<file path="config.mk">
export PLATFORM = sky130hd
export DESIGN_NAME = soc_bus_fabric
export DESIGN_NICKNAME = d
export VERILOG_FILES = /design/src/rtl/soc_bus_fabric_pkg.sv /design/src/rtl/soc_bus_fabric_decoder.sv /design/src/rtl/soc_bus_fabric.sv
export SDC_FILE = /design/constraint.sdc
export NUM_CORES = 1
export LEC_CHECK = 0
export BUFFER_PORTS_ARGS = -buffer_cell sky130_fd_sc_hd__buf_2
export CAP_MARGIN = 20
export CORE_MARGIN = 3
export CORE_UTILIZATION = 42
export CTS_BUF_LIST = sky130_fd_sc_hd__clkbuf_16
export CTS_CLUSTER_DIAMETER = 40
export CTS_CLUSTER_SIZE = 14
export DETAILED_ROUTE_END_ITERATION = 10
export GPL_TIMING_DRIVEN = 0
export PLACE_DENSITY = 0.76
export SYNTH_ARGS = -nofsm -noshare
export SYNTH_HDL_FRONTEND = slang
export SYNTH_SLANG_ARGS = --single-unit
</file>
<file path="constraint.sdc">
create_clock -name clk -period 2 [get_ports clk]
set_clock_uncertainty 0.2 [all_clocks]
set_input_delay 0.2 -clock clk [delete_from_list [all_inputs] [get_ports clk]]
set_output_delay 0.2 -clock clk [all_outputs]
set_load 0.02 [all_outputs]
</file>
<file path="src/rtl/soc_bus_fabric_pkg.sv">
// Shared types and constants for the single-master bus fabric.
// Holds FSM encodings, the error read-data pattern and clog2.
package soc_bus_fabric_pkg;

  typedef enum logic [1:0] {
    ST_IDLE   = 2'd0,
    ST_ACCESS = 2'd1,
    ST_RESP   = 2'd2
  } state_e;

  localparam logic [31:0] ERR_DATA = 32'hDEAD_BEEF;

  function automatic int clog2(input int n);
    int r;
    r = 0;
    for (int i = 0; i < 31; i++)
      if ((1 << i) < n) r = i + 1;
    return r;
  endfunction

endpackage

</file>
<file path="src/rtl/soc_bus_fabric_decoder.sv">
// Address to one-hot slave select with populated-slot check.
// Purely combinational.
module bus_decoder
  import soc_bus_fabric_pkg::*;
#(
  parameter int              NSLV      = 4,
  parameter int              AW        = 32,
  parameter int              SEL_LSB   = 12,
  parameter logic [NSLV-1:0] SLV_VALID = {NSLV{1'b1}},
  parameter int              SW        = clog2(NSLV)
) (
  input  logic [AW-1:0]   i_addr,
  output logic [SW-1:0]   o_sel,
  output logic [NSLV-1:0] o_onehot,
  output logic            o_valid
);

  logic w_unused_addr;

  assign w_unused_addr = ^i_addr;
  assign o_sel    = i_addr[SEL_LSB +: SW];
  assign o_valid  = SLV_VALID[o_sel];
  assign o_onehot = o_valid ? (NSLV'(1) << o_sel) : '0;

endmodule

</file>
<file path="src/rtl/soc_bus_fabric.sv">
// Single-master to NSLV-slave bus fabric with wait-state timeout
// and sticky error capture.
module soc_bus_fabric
  import soc_bus_fabric_pkg::*;
#(
  parameter int              NSLV      = 4,
  parameter int              DW        = 32,
  parameter int              AW        = 32,
  parameter int              SEL_LSB   = 12,
  parameter logic [NSLV-1:0] SLV_VALID = {NSLV{1'b1}},
  parameter int              TIMEOUT   = 15
) (
  input  logic             clk,
  input  logic             nreset,
  input  logic             m_en,
  input  logic             m_wen,
  input  logic [AW-1:0]    m_addr,
  input  logic [DW-1:0]    m_wdata,
  output logic [DW-1:0]    m_rdata,
  output logic             m_ready,
  output logic             m_err,
  output logic [NSLV-1:0]  s_en,
  output logic             s_wen,
  output logic [AW-1:0]    s_addr,
  output logic [DW-1:0]    s_wdata,
  input  logic [NSLV*DW-1:0] s_rdata,
  input  logic [NSLV-1:0]  s_ready,
  output logic             err_valid,
  output logic [AW-1:0]    err_addr,
  output logic [7:0]       err_cnt,
  input  logic             err_clr
);

  localparam int             SW        = clog2(NSLV);
  localparam logic [DW-1:0]  ERR_RDATA = DW'(ERR_DATA);
  localparam logic [7:0]     TO_LAST   = 8'(TIMEOUT - 1);

  state_e           r_state;
  state_e           w_next;
  logic [AW-1:0]    r_addr;
  logic [DW-1:0]    r_wdata;
  logic             r_wen;
  logic [SW-1:0]    r_sel;
  logic [7:0]       r_cnt;
  logic [DW-1:0]    r_m_rdata;
  logic             r_m_ready;
  logic             r_m_err;
  logic             r_err_valid;
  logic [AW-1:0]    r_err_addr;
  logic [7:0]       r_err_cnt;

  logic [AW-1:0]    w_dec_addr;
  logic [SW-1:0]    w_sel;
  logic [NSLV-1:0]  w_onehot;
  logic             w_valid;
  logic             w_rdy;
  logic             w_err;
  logic             w_tmo;
  logic             w_accept;
  logic [AW-1:0]    w_evt_addr;
  logic [DW-1:0]    w_rslice;

  // IDLE decodes the live request; ACCESS decodes the latched one
  assign w_dec_addr = (r_state == ST_IDLE) ? m_addr : r_addr;

  bus_decoder #(
    .NSLV      (NSLV),
    .AW        (AW),
    .SEL_LSB   (SEL_LSB),
    .SLV_VALID (SLV_VALID)
  ) u_dec (
    .i_addr   (w_dec_addr),
    .o_sel    (w_sel),
    .o_onehot (w_onehot),
    .o_valid  (w_valid)
  );

  assign w_rdy      = s_ready[r_sel];
  assign w_rslice   = s_rdata[r_sel*DW +: DW];
  assign w_accept   = (r_state == ST_IDLE) && m_en;
  assign w_evt_addr = (r_state == ST_IDLE) ? m_addr : r_addr;

  always_comb begin
    w_next = r_state;
    w_err  = 1'b0;
    w_tmo  = 1'b0;
    unique case (r_state)
      ST_IDLE: begin
        if (m_en) begin
          w_next = w_valid ? ST_ACCESS : ST_RESP;
          w_err  = !w_valid;
        end
      end
      ST_ACCESS: begin
        if (w_rdy) begin
          w_next = ST_RESP;
        end else if (r_cnt == TO_LAST) begin
          w_next = ST_RESP;
          w_err  = 1'b1;
          w_tmo  = 1'b1;
        end
      end
      ST_RESP: w_next = ST_IDLE;
      default: w_next = ST_IDLE;
    endcase
  end

  always_ff @(posedge clk or negedge nreset) begin
    if (!nreset) begin
      r_state   <= ST_IDLE;
      r_addr    <= '0;
      r_wdata   <= '0;
      r_wen     <= 1'b0;
      r_sel     <= '0;
      r_cnt     <= '0;
      r_m_rdata <= '0;
      r_m_ready <= 1'b0;
      r_m_err   <= 1'b0;
    end else begin
      r_state   <= w_next;
      r_m_ready <= (w_next == ST_RESP);
      r_m_err   <= w_err;
      if (w_accept) begin
        r_addr  <= m_addr;
        r_wdata <= m_wdata;
        r_wen   <= m_wen;
        r_sel   <= w_sel;
      end
      if (r_state != ST_ACCESS)
        r_cnt <= '0;
      else if (!w_rdy)
        r_cnt <= r_cnt + 8'd1;
      if (w_tmo)
        r_m_rdata <= ERR_RDATA;
      else if (r_state == ST_ACCESS && w_rdy && !r_wen)
        r_m_rdata <= w_rslice;
    end
  end

  // A clear coinciding with a new error restarts the log at that error
  always_ff @(posedge clk or negedge nreset) begin
    if (!nreset) begin
      r_err_valid <= 1'b0;
      r_err_addr  <= '0;
      r_err_cnt   <= '0;
    end else if (w_err) begin
      r_err_valid <= 1'b1;
      if (!r_err_valid || err_clr)
        r_err_addr <= w_evt_addr;
      if (err_clr)
        r_err_cnt <= 8'd1;
      else if (r_err_cnt != 8'hFF)
        r_err_cnt <= r_err_cnt + 8'd1;
    end else if (err_clr) begin
      r_err_valid <= 1'b0;
      r_err_cnt   <= '0;
    end
  end

  assign s_en      = (r_state == ST_ACCESS) ? w_onehot : '0;
  assign s_wen     = (r_state == ST_ACCESS) && r_wen;
  assign s_addr    = r_addr;
  assign s_wdata   = r_wdata;
  assign m_rdata   = r_m_rdata;
  assign m_ready   = r_m_ready;
  assign m_err     = r_m_err;
  assign err_valid = r_err_valid;
  assign err_addr  = r_err_addr;
  assign err_cnt   = r_err_cnt;

endmodule

</file>
==> flow_summary.ini, run 1 <==
[run_status]
outcome = complete, but fails checks
failed_checks = setup timing

[grt]
gr-total-overflow = 0
grt_pass1_vias = 7106
gr-usage-all-layers = 0.260
grt_pass1_wl_um = 37400
grt_antenna_before_repair = 7
grt_max_degree = 84

[critical_path]
cp.depth = 7
critPathLaunchType = flip-flop
cp-end-kind = flip-flop
worstSetupEndpoint = m_rdata[1]$_DFFE_PN0P_
cp.required_ps = 2160
r2r_start = r_sel[0]$_DFFE_PN0P_
rrSetupSlack_ps = -80
critPathMostFrequentCell = buf_6
cp.arrival_ps = 2230
critPathBufInv = 3
ff2ff_path_depth = 7
path_class = flip-flop to flip-flop
critPathMaxFanout = 6
timing.rr.end = m_rdata[1]$_DFFE_PN0P_
cpPeakStageDelay_ps = 430
crit_slowest_cell = mux4_2
cpLargestDelayFamily = simple AND/OR/NAND/NOR gates
crit_path_cell_trace = buf_6, mux4_2, nor3b_4, buf_6, buf_8, nand2_2, nand3_2
crit_path_start = r_sel[0]$_DFFE_PN0P_

[logic_synthesis]
ys_types = 53
netlist_top_cells_count = nand2_1, dfrtp_1, mux2_2
ys_ff_latch = 152
synth_fp_nets = 851
async_flop_share = 1.00
synth_top_area_share = 0.520
syn_area_mm2 = 0.00731
synth.area.top_cells = dfrtp_1, nand2_1, mux2_2
synth_edf_count = 0
synth_most_common_cell = nand2_1
syn_inst = 647
synthFlopType = dfrtp_1
yosysTopAreaCell = dfrtp_1
seq_area_frac_synth = 0.520
avgSynthCellArea_um2 = 11.3
yosysWarnings = 0

[drt]
vias = 6925
dr.first_iter.drc_count = 318
wl_um = 26200
post_drt_wl_per_cell_um = 19.6
first_pass_iters = 5
post-route-drc-count = 0
avgViaCountPerCell = 5.18
drt.antenna.violating_nets = 0

[sta]
whs_ps = 19.0
final.min_clock_period_ps = 2080
fin_ws_ps = -79.3
finalSetupViolCount = 54
hold_viol = 0
tightestPinTransition_ps = 682
rsz0062_at_grt = yes
period_share = 1.04
max_freq_mhz = 481
fin_setup_tns_ps = -2620
slew_violations = 0
slew_headroom = 0.545

[pwr]
p_sw_frac = 0.414
power_density_mw_per_mm2 = 1380
pwr-share-clk = 0.208
switchingPower_mw = 6.48
p_seq_frac = 0.309
vdd_drop_max_uv = 768
power_mw = 15.6
p_int_mw = 9.15
combPwrFrac = 0.483
leakage_nw = 5.94

[cts]
clockRootBuffer = clkbuf_16
clock_path_buffers = 2
clk_pin_slew_worst_paths_ps = 60
cts_max_level = 4
clock_latency_ps = 410
cts-buffers-inserted = 17
clkSinkCount = 152
cts_tree = done

[placed_design]
pre_cts_ws_ps = -691
io_buffers = 344
placed_cells = 1212
hpwlAfterDp_um = 18200
finalWeightedCongestion = 0.838

[floorplan]
die_area_mm2 = 0.0190
core_area_mm2 = 0.0168
row_count = 47
die_w_um = 138
ios = 345
die_h_um = 138
initial_utilization = 0.435

[job]
cap_violations = 0

[final_layout]
drive_gt1_frac = 0.518
area_delta_synth_final_pct = 54.4
fin_cells = 1337
fin_nets = 1302

[worst_hold_path]
worst_hold_path_type = input port to flip-flop
## cell families after synthesis
kind of cell	share of synthesized area
xor+xnor	0.00719
simple gates	0.183
mux	0.208
fa+ha+maj	0.00514
flops	0.520
compound gates	0.0433
buf+inv	0.0325
## metrics by stage
step,cell area (um^2),util
floorplan,7330,-
global placement,9330,0.555
detailed placement,9370,0.557
CTS,11000,0.651
global route,11300,0.671
finish,11300,0.671
## flip-flops by register name (all words and copies together) (netlist names), 2 cells and up
register  flops
m_rdata      32
err_addr     32
r_state       2
s_addr       32
s_wdata      32
err_cnt       8
r_cnt         8
r_sel         2
## worst register-to-register path, cell delays in order, from the launching register on
cell	delay [ps]
dfrtp_1	370
buf_6	140
mux4_2	440
nor3b_4	400
buf_6	210
buf_8	150
nand2_2	60
nand3_2	70
## worst min-delay path by stage
stage               slack (ps)  depth (start not counted)                      end    startpoint
floorplan                 -300                          0  err_addr[0]$_DFFE_PN0P_        nreset
global placement           190                          3  s_wdata[24]$_DFFE_PN0P_   m_wdata[24]
detailed placement          50                          1  m_rdata[13]$_DFFE_PN0P_        nreset
CTS                          1                          4  m_rdata[31]$_DFFE_PN0P_   s_rdata[95]
global route                20                          4  m_rdata[31]$_DFFE_PN0P_  s_rdata[127]
finish                      20                          4  m_rdata[31]$_DFFE_PN0P_   s_rdata[95]
## per-layer routing
metal,vias to the layer above,track usage,wire length [um]
met5,-,0,0
met4,0,0.128,843
met3,54,0.0671,2010
met2,313,0.467,14000
met1,3410,0.283,9370
li1,3148,-,-
## layout make-up
type	count	area (um^2)
fillers	1253	5530
flip-flops and latches	152	3810
multi-input cells	452	3630
repair buffers	433	2650
clock buffers	17	425
plain buffers	39	300
well taps	220	275
clock inverters	15	166
diodes	6	15.0
inverters	3	11.3
## layout by cell type, fill, tap and decap left out, types with 5 or more instances in the layout
cell type	Yosys	final
clkbuf_4	0	5
mux2_4	0	24
nand2_4	0	9
buf_4	2	14
dfrtp_1	152	148
clkbuf_1	20	8
nand2_1	229	219
nor2b_1	7	6
buf_12	0	6
diode_2	0	6
dlygate4sd3_1	0	71
clkbuf_16	0	18
mux2_2	66	43
buf_2	7	348
nand3_2	0	10
clkbuf_2	0	8
buf_6	8	7
nor2_1	16	15
nand3_1	16	6
xnor2_1	5	5
a22o_1	9	8
mux4_2	33	33
o22a_1	13	13
## power groups by stage
stage	Clock, mW	Combinational (mW)	Sequential (mW)
2_1_floorplan	0	3.36	5.86
4_1_cts	3.31	7.21	4.78
3_5_place_dp	0	6.80	4.79
5_1_grt	3.43	8.13	4.94
3_3_place_gp	0	6.63	4.76
6_report	3.25	7.55	4.83
## timing repair
action,CTS,global route
hold buffers,71,0
hold endpoints to repair,171,0
setup buffers,13,1
gates resized for setup,42,74
cloned,1,2
setup endpoints to repair,141,110
pin swaps,6,16
(Power assumes the default switching activity.)
==> run 2: changes to the inputs <==
--- a/config.mk
+++ b/config.mk
@@ -15,6 +15,7 @@
 export DETAILED_ROUTE_END_ITERATION = 10
 export GPL_TIMING_DRIVEN = 0
 export PLACE_DENSITY = 0.76
+export REMOVE_ABC_BUFFERS = 1
 export SYNTH_ARGS = -nofsm -noshare
 export SYNTH_HDL_FRONTEND = slang
 export SYNTH_SLANG_ARGS = --single-unit
==> flow_summary.ini, run 2 (synthesis results as in run 1) <==
[run_status]
outcome = complete, but fails checks
failed_checks = setup timing

[cts]
clockRootBuffer = clkbuf_16
cts_tree = done
clk_pin_slew_worst_paths_ps = 60
cts-buffers-inserted = 17
clkSinkCount = 152
cts_max_level = 4
clock_latency_ps = 410
clock_path_buffers = 2

[sta]
slew_headroom = 0.581
hold_viol = 0
final.min_clock_period_ps = 2150
max_freq_mhz = 466
fin_ws_ps = -146
tightestPinTransition_ps = 629
slew_violations = 0
whs_ps = 21.1
finalSetupViolCount = 52
rsz0062_at_grt = yes
period_share = 1.07

[critical_path]
cp.arrival_ps = 2240
critPathLaunchType = flip-flop
critPathMaxFanout = 8
cp.required_ps = 2090
path_class = flip-flop to flip-flop
cp-end-kind = flip-flop

[drt]
avgViaCountPerCell = 5.17
post_drt_wl_per_cell_um = 18.4
first_pass_iters = 4
wl_um = 24100
vias = 6761
post-route-drc-count = 0
drt.antenna.violating_nets = 0
dr.first_iter.drc_count = 335

[placed_design]
placed_cell_area_mm2 = 0.00929
io_buffers = 344
finalWeightedCongestion = 0.943
hpwlAfterDp_um = 15900

[floorplan]
initial_utilization = 0.435
die_h_um = 138
row_count = 47
die_area_mm2 = 0.0190
ios = 345
die_w_um = 138
core_area_mm2 = 0.0168

[pwr]
vdd_drop_max_uv = 940
power_density_mw_per_mm2 = 1370
power_mw = 15.1
leakage_nw = 5.75

[final_layout]
final_cell_mix = buf_2, nand2_1, dfrtp_1, dlygate4sd3_1, mux2_2
area_delta_synth_final_pct = 51.2
drive_gt1_frac = 0.504
mostFrequentLayoutCell = buf_2
n_fill_cell = 1272
fin_nets = 1277
final_area_mm2 = 0.0110

[grt]
gr-usage-all-layers = 0.241
grt_max_degree = 88
grt_pass1_vias = 6856
gr-total-overflow = 0
grt_pass1_wl_um = 35600
grt_antenna_before_repair = 0

[job]
cap_violations = 0

[worst_hold_path]
worst_hold_path_type = input port to flip-flop
[run 2: layer usage]
layer	wire [um]	vias to the layer above	GRT usage
met5	0	-	0
met3	1360	37	0.0541
met4	512	0	0.0708
li1	-	3089	-
met2	12300	267	0.412
met1	9940	3368	0.309
[run 2: cell type report]
cell class              count  area, um^2  area share
diodes                      1        2.50    0.000226
clock buffers              17         425      0.0385
flip-flops and latches    152        3810       0.345
clock inverters            15         106     0.00963
inverters                   3        11.3     0.00102
multi-input cells         453        3550       0.321
well taps                 220         275      0.0249
repair buffers            446        2870       0.260
[run 2: power breakdown]
part / internal (mW) / switching [mW] / leakage [nW]
logic: 3.21 / 4.15 / 3.56
registers: 4.10 / 0.749 / 1.94
clock network: 1.59 / 1.33 / 0.256
total: 8.90 / 6.23 / 5.75
[run 2: worst paths after layout]
check	cells after the start	slack, ps	end	startpoint
worst max-delay path	6	-150	err_addr[7]$_DFFE_PN0P_	r_sel[0]$_DFFE_PN0P_
worst min-delay path	3	20	m_rdata[22]$_DFFE_PN0P_	s_rdata[86]
worst min register to register	2	270	s_wdata[24]$_DFFE_PN0P_	s_wdata[24]$_DFFE_PN0P_
min in group asynchronous	2	130	m_rdata[20]$_DFFE_PN0P_	nreset
max in group asynchronous	3	610	err_addr[4]$_DFFE_PN0P_	nreset
worst max register to register	6	-150	err_addr[7]$_DFFE_PN0P_	r_sel[0]$_DFFE_PN0P_
[run 2: critical path, cell delays in order (launching register included)]
cell and delay (ps):
dfrtp_4 530, and3b_2 240, a22oi_2 340, nor3_4 90
buf_8 160, clkbuf_16 170, mux2_4 300
[run 2: timing repair]
| action | CTS | global route |
|---|---|---|
| endpoints found under the hold margin | 169 | 0 |
| hold buffers | 67 | 0 |
| pin swaps | 6 | 7 |
| gates cloned | 1 | 2 |
| setup buffers | 20 | 5 |
| endpoints found under the setup margin | 85 | 67 |
| gates resized for setup | 26 | 46 |
[run 2: through the flow]
stage / utilization / setup slack (ps) / cells / setup TNS, ps
2_1_floorplan: - / -1850 / 607 / -240200
3_3_place_gp: 0.540 / -4330 / 1171 / -732710
3_5_place_dp: 0.552 / -947 / 1180 / -51650
4_1_cts: 0.640 / -183 / 1300 / -5860
5_1_grt: 0.657 / -199 / 1306 / -7660
6_report: 0.657 / -146 / 1307 / -5120
==> run 3: changes to the inputs <==
--- a/config.mk
+++ b/config.mk
@@ -8,13 +8,13 @@
 export BUFFER_PORTS_ARGS = -buffer_cell sky130_fd_sc_hd__buf_2
 export CAP_MARGIN = 20
 export CORE_MARGIN = 3
-export CORE_UTILIZATION = 42
-export CTS_BUF_LIST = sky130_fd_sc_hd__clkbuf_16
+export CORE_UTILIZATION = 44
+export CTS_BUF_LIST = sky130_fd_sc_hd__clkbuf_8
 export CTS_CLUSTER_DIAMETER = 40
 export CTS_CLUSTER_SIZE = 14
 export DETAILED_ROUTE_END_ITERATION = 10
 export GPL_TIMING_DRIVEN = 0
-export PLACE_DENSITY = 0.76
+export PLACE_DENSITY = 0.79
 export REMOVE_ABC_BUFFERS = 1
 export SYNTH_ARGS = -nofsm -noshare
 export SYNTH_HDL_FRONTEND = slang
==> flow_summary.ini, run 3 (synthesis results as in run 1) <==
[critical_path]
cpPeakStageDelay_ps = 550
cp.required_ps = 2150
critPathBufInv = 2
cp.arrival_ps = 2450
critPathMaxFanout = 10
critPathLaunchType = flip-flop
cp-end-kind = flip-flop
crit_slowest_cell = dfrtp_4
cpLargestDelayFamily = multiplexers
path_class = flip-flop to flip-flop
crit_path_cell_trace = mux2i_4, a22oi_2, nor3_4, clkbuf_16, buf_12, mux2_2

[cts]
clock_path_buffers = 2
clk_pin_slew_worst_paths_ps = 100
clkSinkCount = 152
cts_tree = done
cts-buffers-inserted = 17
clock_latency_ps = 460
cts_max_level = 4
clockRootBuffer = clkbuf_8

[grt]
grt_pass1_wl_um = 48000
grt_pass1_vias = 8770
gr-total-overflow = 0
grt_max_degree = 99
grt_antenna_before_repair = 3
gr-usage-all-layers = 0.347

[floorplan]
initial_utilization = 0.455
die_w_um = 135
die_h_um = 135
row_count = 46
core_area_mm2 = 0.0161
die_area_mm2 = 0.0182
ios = 345

[pwr]
switchingPower_mw = 7.24
p_int_mw = 8.95
pwr-share-clk = 0.135
vdd_drop_max_uv = 1110
p_seq_frac = 0.310
combPwrFrac = 0.554
power_mw = 16.2
leakage_nw = 6.45
power_density_mw_per_mm2 = 1290
p_sw_frac = 0.447

[job]
cap_violations = 0

[placed_design]
hpwlAfterDp_um = 16100
pre_cts_ws_ps = -1140
finalWeightedCongestion = 0.920
placed_cell_area_mm2 = 0.00928
placed_cells = 1176
io_buffers = 344

[drt]
dr.first_iter.drc_count = 705
post_drt_wl_per_cell_um = 23.1
post-route-drc-count = 0
wl_um = 33400
vias = 8235
drt.antenna.violating_nets = 0
avgViaCountPerCell = 5.70
first_pass_iters = 5

[worst_hold_path]
worst_hold_path_type = input port to flip-flop

[sta]
final.min_clock_period_ps = 2300
period_share = 1.15
slew_headroom = 0.639
finalSetupViolCount = 80
whs_ps = 30.6
slew_violations = 0
rsz0062_at_grt = yes
tightestPinTransition_ps = 541
hold_viol = 0
fin_setup_tns_ps = -15750
max_freq_mhz = 435
fin_ws_ps = -299

[run_status]
outcome = complete, but fails checks
failed_checks = setup timing

[final_layout]
final_cell_mix = buf_2, nand2_1, dlygate4sd3_1, dfrtp_1, mux2_2
fin_cells = 1444
final_area_mm2 = 0.0126
mostFrequentLayoutCell = buf_2
area_delta_synth_final_pct = 72.0
fin_nets = 1416
final_core_util = 0.783
drive_gt1_frac = 0.500
==> run 3: worst paths after layout <==
| kind | cells after the start | from | slack [ps] | end |
|---|---|---|---|---|
| max | 6 | r_sel[1]$_DFFE_PN0P_ | -300 | err_addr[23]$_DFFE_PN0P_ |
| min | 3 | s_rdata[47] | 30 | m_rdata[15]$_DFFE_PN0P_ |
| max reg2reg | 6 | r_sel[1]$_DFFE_PN0P_ | -300 | err_addr[23]$_DFFE_PN0P_ |
| min reg2reg | 2 | s_wdata[28]$_DFFE_PN0P_ | 280 | s_wdata[28]$_DFFE_PN0P_ |
| max in group asynchronous | 3 | nreset | 630 | r_sel[0]$_DFFE_PN0P_ |
| min in group asynchronous | 2 | nreset | 60 | s_wdata[8]$_DFFE_PN0P_ |
==> run 3: worst min-delay path: stages <==
cell    delay (ps)
buf_2           80
mux4_2         230
o22a_1         140
==> run 3: metal layers <==
metal | vias up | track usage | wire, um
li1 | 3383 | - | -
met1 | 3962 | 0.372 | 10900
met3 | 245 | 0.105 | 3150
met2 | 645 | 0.584 | 16600
met5 | - | 0 | 0
met4 | 0 | 0.246 | 2750
==> run 3: what timing repair did <==
item,in CTS,in global routing
setup endpoints to repair,137,134
endpoints found under the hold margin,191,0
buffers inserted,25,25
pin swaps,23,36
resized for setup,60,100
hold buffers,180,0
gates cloned,8,2
==> run 3: cell type report <==
| class | instances | area (um^2) |
|---|---|---|
| inverters | 3 | 11.3 |
| repair buffers | 582 | 4270 |
| multi-input cells | 456 | 3840 |
| clock buffers | 17 | 234 |
| diodes | 3 | 7.51 |
| flip-flops and latches | 152 | 3820 |
| well taps | 216 | 270 |
| fillers | 861 | 3490 |
| clock inverters | 15 | 120 |
==> run 3: power by group through the flow <==
stage	Sequential [mW]	Combinational, mW	Clock [mW]
floorplan	6.09	2.93	0
global placement	5.04	5.75	0
detailed placement	4.93	6.57	0
CTS	4.82	7.84	2.20
global route	5.11	9.41	2.35
finish	5.03	8.98	2.19
